$ cat src/rtl/bcd_digit_scanner.sv
// Time-multiplexed four-digit BCD display scanner with per-slot anode dead time,
// frame-coherent digit snapshots, leading-zero blanking and invalid-digit suppression.
module bcd_digit_scanner #(
   parameter int PRESCALE = 1000,
   parameter int BLANK    = 8
) (
   input  logic       CLK,
   input  logic       RST,
   input  logic       EN,
   input  logic       LZB,
   input  logic [3:0] D0,
   input  logic [3:0] D1,
   input  logic [3:0] D2,
   input  logic [3:0] D3,
   output logic       W,
   output logic       X,
   output logic       Y,
   output logic       Z,
   output logic [3:0] AN,
   output logic [1:0] DIG,
   output logic       FRAME
);

   localparam int CW = (PRESCALE > 2) ? $clog2(PRESCALE) : 1;
   localparam logic [CW-1:0] CNT_LAST   = CW'(PRESCALE - 1);
   localparam logic [CW-1:0] BLANK_LAST = CW'(BLANK - 1);

   typedef enum logic [1:0] {
      ST_IDLE  = 2'd0,
      ST_BLANK = 2'd1,
      ST_DRIVE = 2'd2
   } state_t;

   state_t        state;
   logic [CW-1:0] cnt;
   logic [1:0]    dig;
   logic [3:0]    snap [4];
   logic          lzb_s;
   logic          frame_r;
   logic          take_snap;
   logic          hz1, hz2, hz3;
   logic [3:0]    supp;
   logic [3:0]    cur;

   // A snapshot is taken on every entry into BLANK whose digit will be 0:
   // either resuming from IDLE on digit 0 or wrapping from digit 3.
   assign take_snap = EN && (((state == ST_IDLE) && (dig == 2'd0)) ||
                             ((state == ST_DRIVE) && (cnt == CNT_LAST) && (dig == 2'd3)));

   always_ff @(posedge CLK) begin
      if (RST) begin
         state   <= ST_IDLE;
         cnt     <= '0;
         dig     <= 2'd0;
         snap[0] <= 4'd0;
         snap[1] <= 4'd0;
         snap[2] <= 4'd0;
         snap[3] <= 4'd0;
         lzb_s   <= 1'b0;
         frame_r <= 1'b0;
      end else begin
         frame_r <= take_snap;
         if (take_snap) begin
            snap[0] <= D0;
            snap[1] <= D1;
            snap[2] <= D2;
            snap[3] <= D3;
            lzb_s   <= LZB;
         end
         case (state)
            ST_IDLE: begin
               if (EN) begin
                  state <= ST_BLANK;
                  cnt   <= '0;
               end
            end
            ST_BLANK: begin
               if (!EN) begin
                  state <= ST_IDLE;
               end else begin
                  cnt <= cnt + 1'b1;
                  if (cnt == BLANK_LAST) state <= ST_DRIVE;
               end
            end
            ST_DRIVE: begin
               if (!EN) begin
                  state <= ST_IDLE;
               end else if (cnt == CNT_LAST) begin
                  cnt   <= '0;
                  dig   <= dig + 2'd1;
                  state <= ST_BLANK;
               end else begin
                  cnt <= cnt + 1'b1;
               end
            end
            default: state <= ST_IDLE;
         endcase
      end
   end

   // hzN: snapshot digits N..3 are all zero, i.e. digit N is a leading zero.
   assign hz3 = (snap[3] == 4'd0);
   assign hz2 = hz3 && (snap[2] == 4'd0);
   assign hz1 = hz2 && (snap[1] == 4'd0);

   assign supp[0] = (snap[0] > 4'd9);
   assign supp[1] = (snap[1] > 4'd9) || (lzb_s && hz1);
   assign supp[2] = (snap[2] > 4'd9) || (lzb_s && hz2);
   assign supp[3] = (snap[3] > 4'd9) || (lzb_s && hz3);

   assign cur          = snap[dig];
   assign {W, X, Y, Z} = cur;
   assign DIG          = dig;
   assign FRAME        = frame_r;
   assign AN           = ((state == ST_DRIVE) && !supp[dig]) ? ~(4'b0001 << dig) : 4'b1111;

endmodule
$ cat config.mk
export PLATFORM = sky130hd
export DESIGN_NAME = bcd_digit_scanner
export DESIGN_NICKNAME = d
export VERILOG_FILES = /design/src/rtl/bcd_digit_scanner.sv
export SDC_FILE = /design/constraint.sdc
export NUM_CORES = 1
export LEC_CHECK = 0
export BUFFER_PORTS_ARGS = -buffer_cell sky130_fd_sc_hd__buf_2
export CAP_MARGIN = 20
export CORE_MARGIN = 2
export CORE_UTILIZATION = 35
export DETAILED_ROUTE_END_ITERATION = 10
export SLEW_MARGIN = 0
export SYNTH_ARGS = -nofsm -noshare
export SYNTH_HDL_FRONTEND = slang
export SYNTH_SLANG_ARGS = --single-unit
$ cat constraint.sdc
create_clock -name CLK -period 2.45 [get_ports CLK]
set_input_delay 0.245 -clock CLK [delete_from_list [all_inputs] [get_ports CLK]]
set_output_delay 0.245 -clock CLK [all_outputs]
set_load 0.02 [all_outputs]
# After elaboration in Yosys (flattened, before gate mapping)
# Memory sizes are Yosys's and may differ from the RTL's. A register that Yosys moved wholly into a read port is not among the register bits.
# Index checks and enable logic that the tools add are counted.
# W data, S select, Z words.
# totals
reg_bits	16
mem_bits_rw	16
inputBits	20
output_inout_bits	11
n_memories	1
# mem_list
name	words	word_bits	read_ports	rd_ports_with_merged_regs	write_ports	line_no	rtl
snap	4	4	5	1	4	37	logic [3:0] snap [4];
# op_classes
add_sub_neg	2
magnitude_cmp	5
eq_ne	10
shifts	1
muxes	25
n_bitwise	5
reduce_logical	24
# ops
cell	n
$mux W10	4
$pmux W10 S3	1
$mux W4	5
$gt A4 B4 Y1 const B	4
$mux W2	7
$logic_not A4 Y1	3
$add A10 B1 Y10 const B	1
$eq A10 B10 Y1 const B	1
$eq A10 B3 Y1 const B	1
$logic_and A1 B1 Y1	10
$mux W1	6
$ne A2 B2 Y1 const B	3
$pmux W2 S3	1
$reduce_and A3 Y1	2
$eq A2 B2 Y1 const B	2
$logic_not A2 Y1	2
$logic_or A1 B1 Y1	4
$not A4 Y4	1
$or A1 B1 Y1	4
$reduce_and A4 Y1	1
$shl A1 B2 Y4 const A	1
$lt A2 B3 Y1 const B	1
$ne A3 B2 Y1 const B	1
$ne A3 B3 Y1 const B	1
other kinds (5)	5

# Logic depth before layout (Yosys ltp)
# logic_depth
depth_word	10
ltp_mapped	7

# Least setup slack after synthesis
# Ideal clock, no wire load.
# synth_path
path_type	flip-flop to flip-flop
startpoint	register dig[0] (netlist: DIG[0])
endpoint	memory snap[0][0], enable pin
setup_time_ns	0.375
t_arrival_ns	1.466
required_time_ns	2.075
slack_ns	0.609
stages_incl_launch_ff	5
period_less_slack_ns	1.841
cell_sequence	dfxtp_1 > ha_1 > and3_1 > nand4_2 > nand3_1
# synth_rtl
item	line_no	rtl
start, declared	36	logic [1:0] dig;
start signal, assigned	90	dig <= dig + 2'd1;
end, declared	37	

==> flow_metrics.env <==
export IMPL_drc=0
export IMPL_status="finished, final reports clean"
export IMPL_drtAntennaViolNets=0
export IMPL_root_buffer="clkbuf_8"
export IMPL_hp_class="in -> reg"
export IMPL_grt_pass1_vias=1174
export IMPL_boundaryPins=31
export IMPL_synth_distinct_cells=41
export IMPL_first_pass_iters=4
export IMPL_layout_drive_gt1_share=0.240
export IMPL_required_ps=2200
export IMPL_die_w_microns=75.7
export IMPL_syn_nets=196
export IMPL_syn_inst=167
export IMPL_critical_path_class="reg -> out"
export IMPL_antenna_found_initial=0
export IMPL_gp_congestion=0.895
export IMPL_cp_arrival_ps=2020
export IMPL_critPathMaxFanout=4
export IMPL_period_share=0.923
export IMPL_setup_viol=0
export IMPL_num_vias=1308
export IMPL_n_antenna_cell=0
export IMPL_max_clock_freq_ghz=0.442
export IMPL_htreeDepth=2
export IMPL_fin_worst_skew_ps=3.95
export IMPL_post_drt_via_cell_ratio=4.77
export IMPL_worst_skew_pair_late_latency_ps=280
export IMPL_crit_chain="or4b_1 > o31ai_1 > o211ai_1 > nand3_1 > buf_2"
export IMPL_dieArea_sq_um=5720
export IMPL_wire_per_inst_microns=13.3
export IMPL_num_nets_final=232
export IMPL_p_leak_nw=0.784
export IMPL_synth_top_family_by_area="simple AND/OR/NAND/NOR gates"
export IMPL_avgSynthCellArea_sq_um=10.8
export IMPL_whs_ps=232
export IMPL_synth_area_sq_um=1800
export IMPL_synth_xor_area_frac=0.0439
export IMPL_rows=26
export IMPL_tightestPinTransition_ps=628
export IMPL_finalHoldViolCount=0
export IMPL_overflow=0
export IMPL_synthSimpleGateAreaFrac=0.222
export IMPL_cts_setup_buffers=0
export IMPL_setup_tns_ps=0
export IMPL_dp_hpwl_mm=2.70
export IMPL_grt_max_degree=18
export IMPL_final_cell_mix="buf_2 (30), dfxtp_1 (18), and2_1 (17)"
export IMPL_synth_compound_area_share=0.114
export IMPL_maxSlewViolCount=0
export IMPL_rsz0062_at_grt="false"
export IMPL_port_buffers=30
export IMPL_finalCriticalPeriod_ps=2260
export IMPL_dr_first_iter_drc_count=79
export IMPL_cts_max_path_buffers=2
export IMPL_fillers=490
export IMPL_grtUsageTotal=0.140
export IMPL_cts_tree="yes"
export IMPL_ctsHoldBuffers=0
export IMPL_yosysWarnings=0
export IMPL_die_h_microns=75.7
export IMPL_maxCapViolations=0
export IMPL_path_clk_slew_ps=70
export IMPL_initial_core_util=0.356
export IMPL_synthAdderAreaFrac=0.0627
export IMPL_slowest_delay_ps=570
export IMPL_end_kind="output pin"
export IMPL_cts_sinks=34
export IMPL_coreArea_sq_um=5040
export IMPL_p_total_mw=1.41
export IMPL_powerDensity_nw_per_um2=666
export IMPL_ys_ff_latch=34
export IMPL_ys_seq_area_frac=0.468
export IMPL_numCtsBuffers=5
export IMPL_grt_pass1_wl_mm=5.81
export IMPL_cts_resized=0
export IMPL_mostFrequentLayoutCell="buf_2"
export IMPL_vdd_drop_max_mv=0.347
export IMPL_relSlewSlack=0.575
export IMPL_wirelength_mm=3.64
export IMPL_cp_slowest_cell="or4b_1"
export IMPL_areaGrowthSynthToFinish_pct=17.7
export IMPL_synthMuxAreaShare=0.0613
export IMPL_worst_setup_path_start_kind="register"
-- synthesized netlist by cell type, drive strengths merged --
| cell | instances | area share |
|---|---|---|
| a2111o | 1 | 0.0063 |
| a21boi | 1 | 0.0042 |
| a21oi | 5 | 0.016 |
| a31oi | 2 | 0.0070 |
| a41oi | 1 | 0.0091 |
| and2 | 17 | 0.059 |
| and3 | 2 | 0.0070 |
| and4 | 1 | 0.0049 |
| and4bb | 1 | 0.0091 |
| buf | 2 | 0.0070 |
| clkbuf | 1 | 0.0021 |
| dfxtp | 18 | 0.20 |
| edfxtp | 16 | 0.27 |
| ha | 9 | 0.063 |
| inv | 9 | 0.019 |
| mux2i | 2 | 0.011 |
| mux4 | 4 | 0.050 |
| nand2 | 8 | 0.017 |
| nand3 | 9 | 0.025 |
| nand3b | 1 | 0.0042 |
| nand4 | 3 | 0.014 |
| nand4bb | 1 | 0.0063 |
| nor2 | 16 | 0.033 |
| nor3 | 4 | 0.011 |
| nor4 | 4 | 0.017 |
| o211ai | 2 | 0.0084 |
| o21a | 3 | 0.013 |
| o21ai | 7 | 0.019 |
| o22ai | 1 | 0.0035 |
| o311ai | 1 | 0.0049 |
| o31ai | 3 | 0.023 |
| or4 | 2 | 0.0084 |
| or4b | 1 | 0.0056 |
| xnor2 | 8 | 0.039 |
| xor2 | 1 | 0.0049 |
-- layout make-up --
class	instances	area [sq um]	share of cell area
clock buffers	6	72.6	0.0343
repair buffers	32	165	0.0781
inverters	9	33.8	0.0160
multi-input cells	121	906	0.428
clock inverters	2	8.76	0.00414
flip-flops and latches	34	841	0.398
well taps	70	87.6	0.0414
-- where the power goes --
group          total (mW)  switching (mW)  internal, mW
combinational       0.292           0.168         0.124
clock               0.401           0.206         0.195
sequential          0.714          0.0432         0.671
total                1.41           0.417         0.991
-- layer usage --
layer	vias to the layer above	track usage	routed length, microns
met4	0	0.0663	69
met3	6	0.0423	161
li1	678	-	-
met2	28	0.190	1610
met1	596	0.201	1790
met5	-	0	0
-- worst max-delay path: cells and delay by family, from the launching register on --
family	cells	cell delay (ps)
flip-flops	1	420
AND/OR/NAND/NOR	2	710
AO/OA/AOI/OAI	2	430
buffers and inverters	1	170
-- stage by stage --
step           utilization  cell area, sq um  setup WS [ps]  instances
3_3_place_gp         0.403              2030            546        266
6_report             0.419              2110            189        274
5_1_grt              0.419              2110           34.3        274
2_1_floorplan            -              1800            609        167
4_1_cts              0.419              2110            183        274
3_5_place_dp         0.403              2030            483        266
-- flip-flops by register name, indices dropped and copies added (netlist names), named ones only --
register / count
snap: 16
cnt: 10
DIG: 2
state: 2
FRAME: 1
lzb_s: 1
-- worst paths after layout --
path	depth (start not counted)	start	to	slack, ps
worst min-delay path	2	D2[2]	snap[2][2]$_SDFFCE_PN0P_	230
worst min register to register	2	cnt[1]$_SDFFE_PP0P_	cnt[1]$_SDFFE_PP0P_	480
worst max-delay path	5	snap[3][1]$_SDFFCE_PN0P_	AN[1]	190
worst max register to register	6	state[0]$_SDFFE_PP0P_	snap[3][0]$_SDFFCE_PN0P_	510
-- cells by family after synthesis --
logic type      Yosys count
compound gates           27
xor+xnor                  9
flops                    34
mux                       6
simple gates             70
buf+inv                  12
fa+ha+maj                 9
No activity file was read; power rests on OpenSTA's default activity.
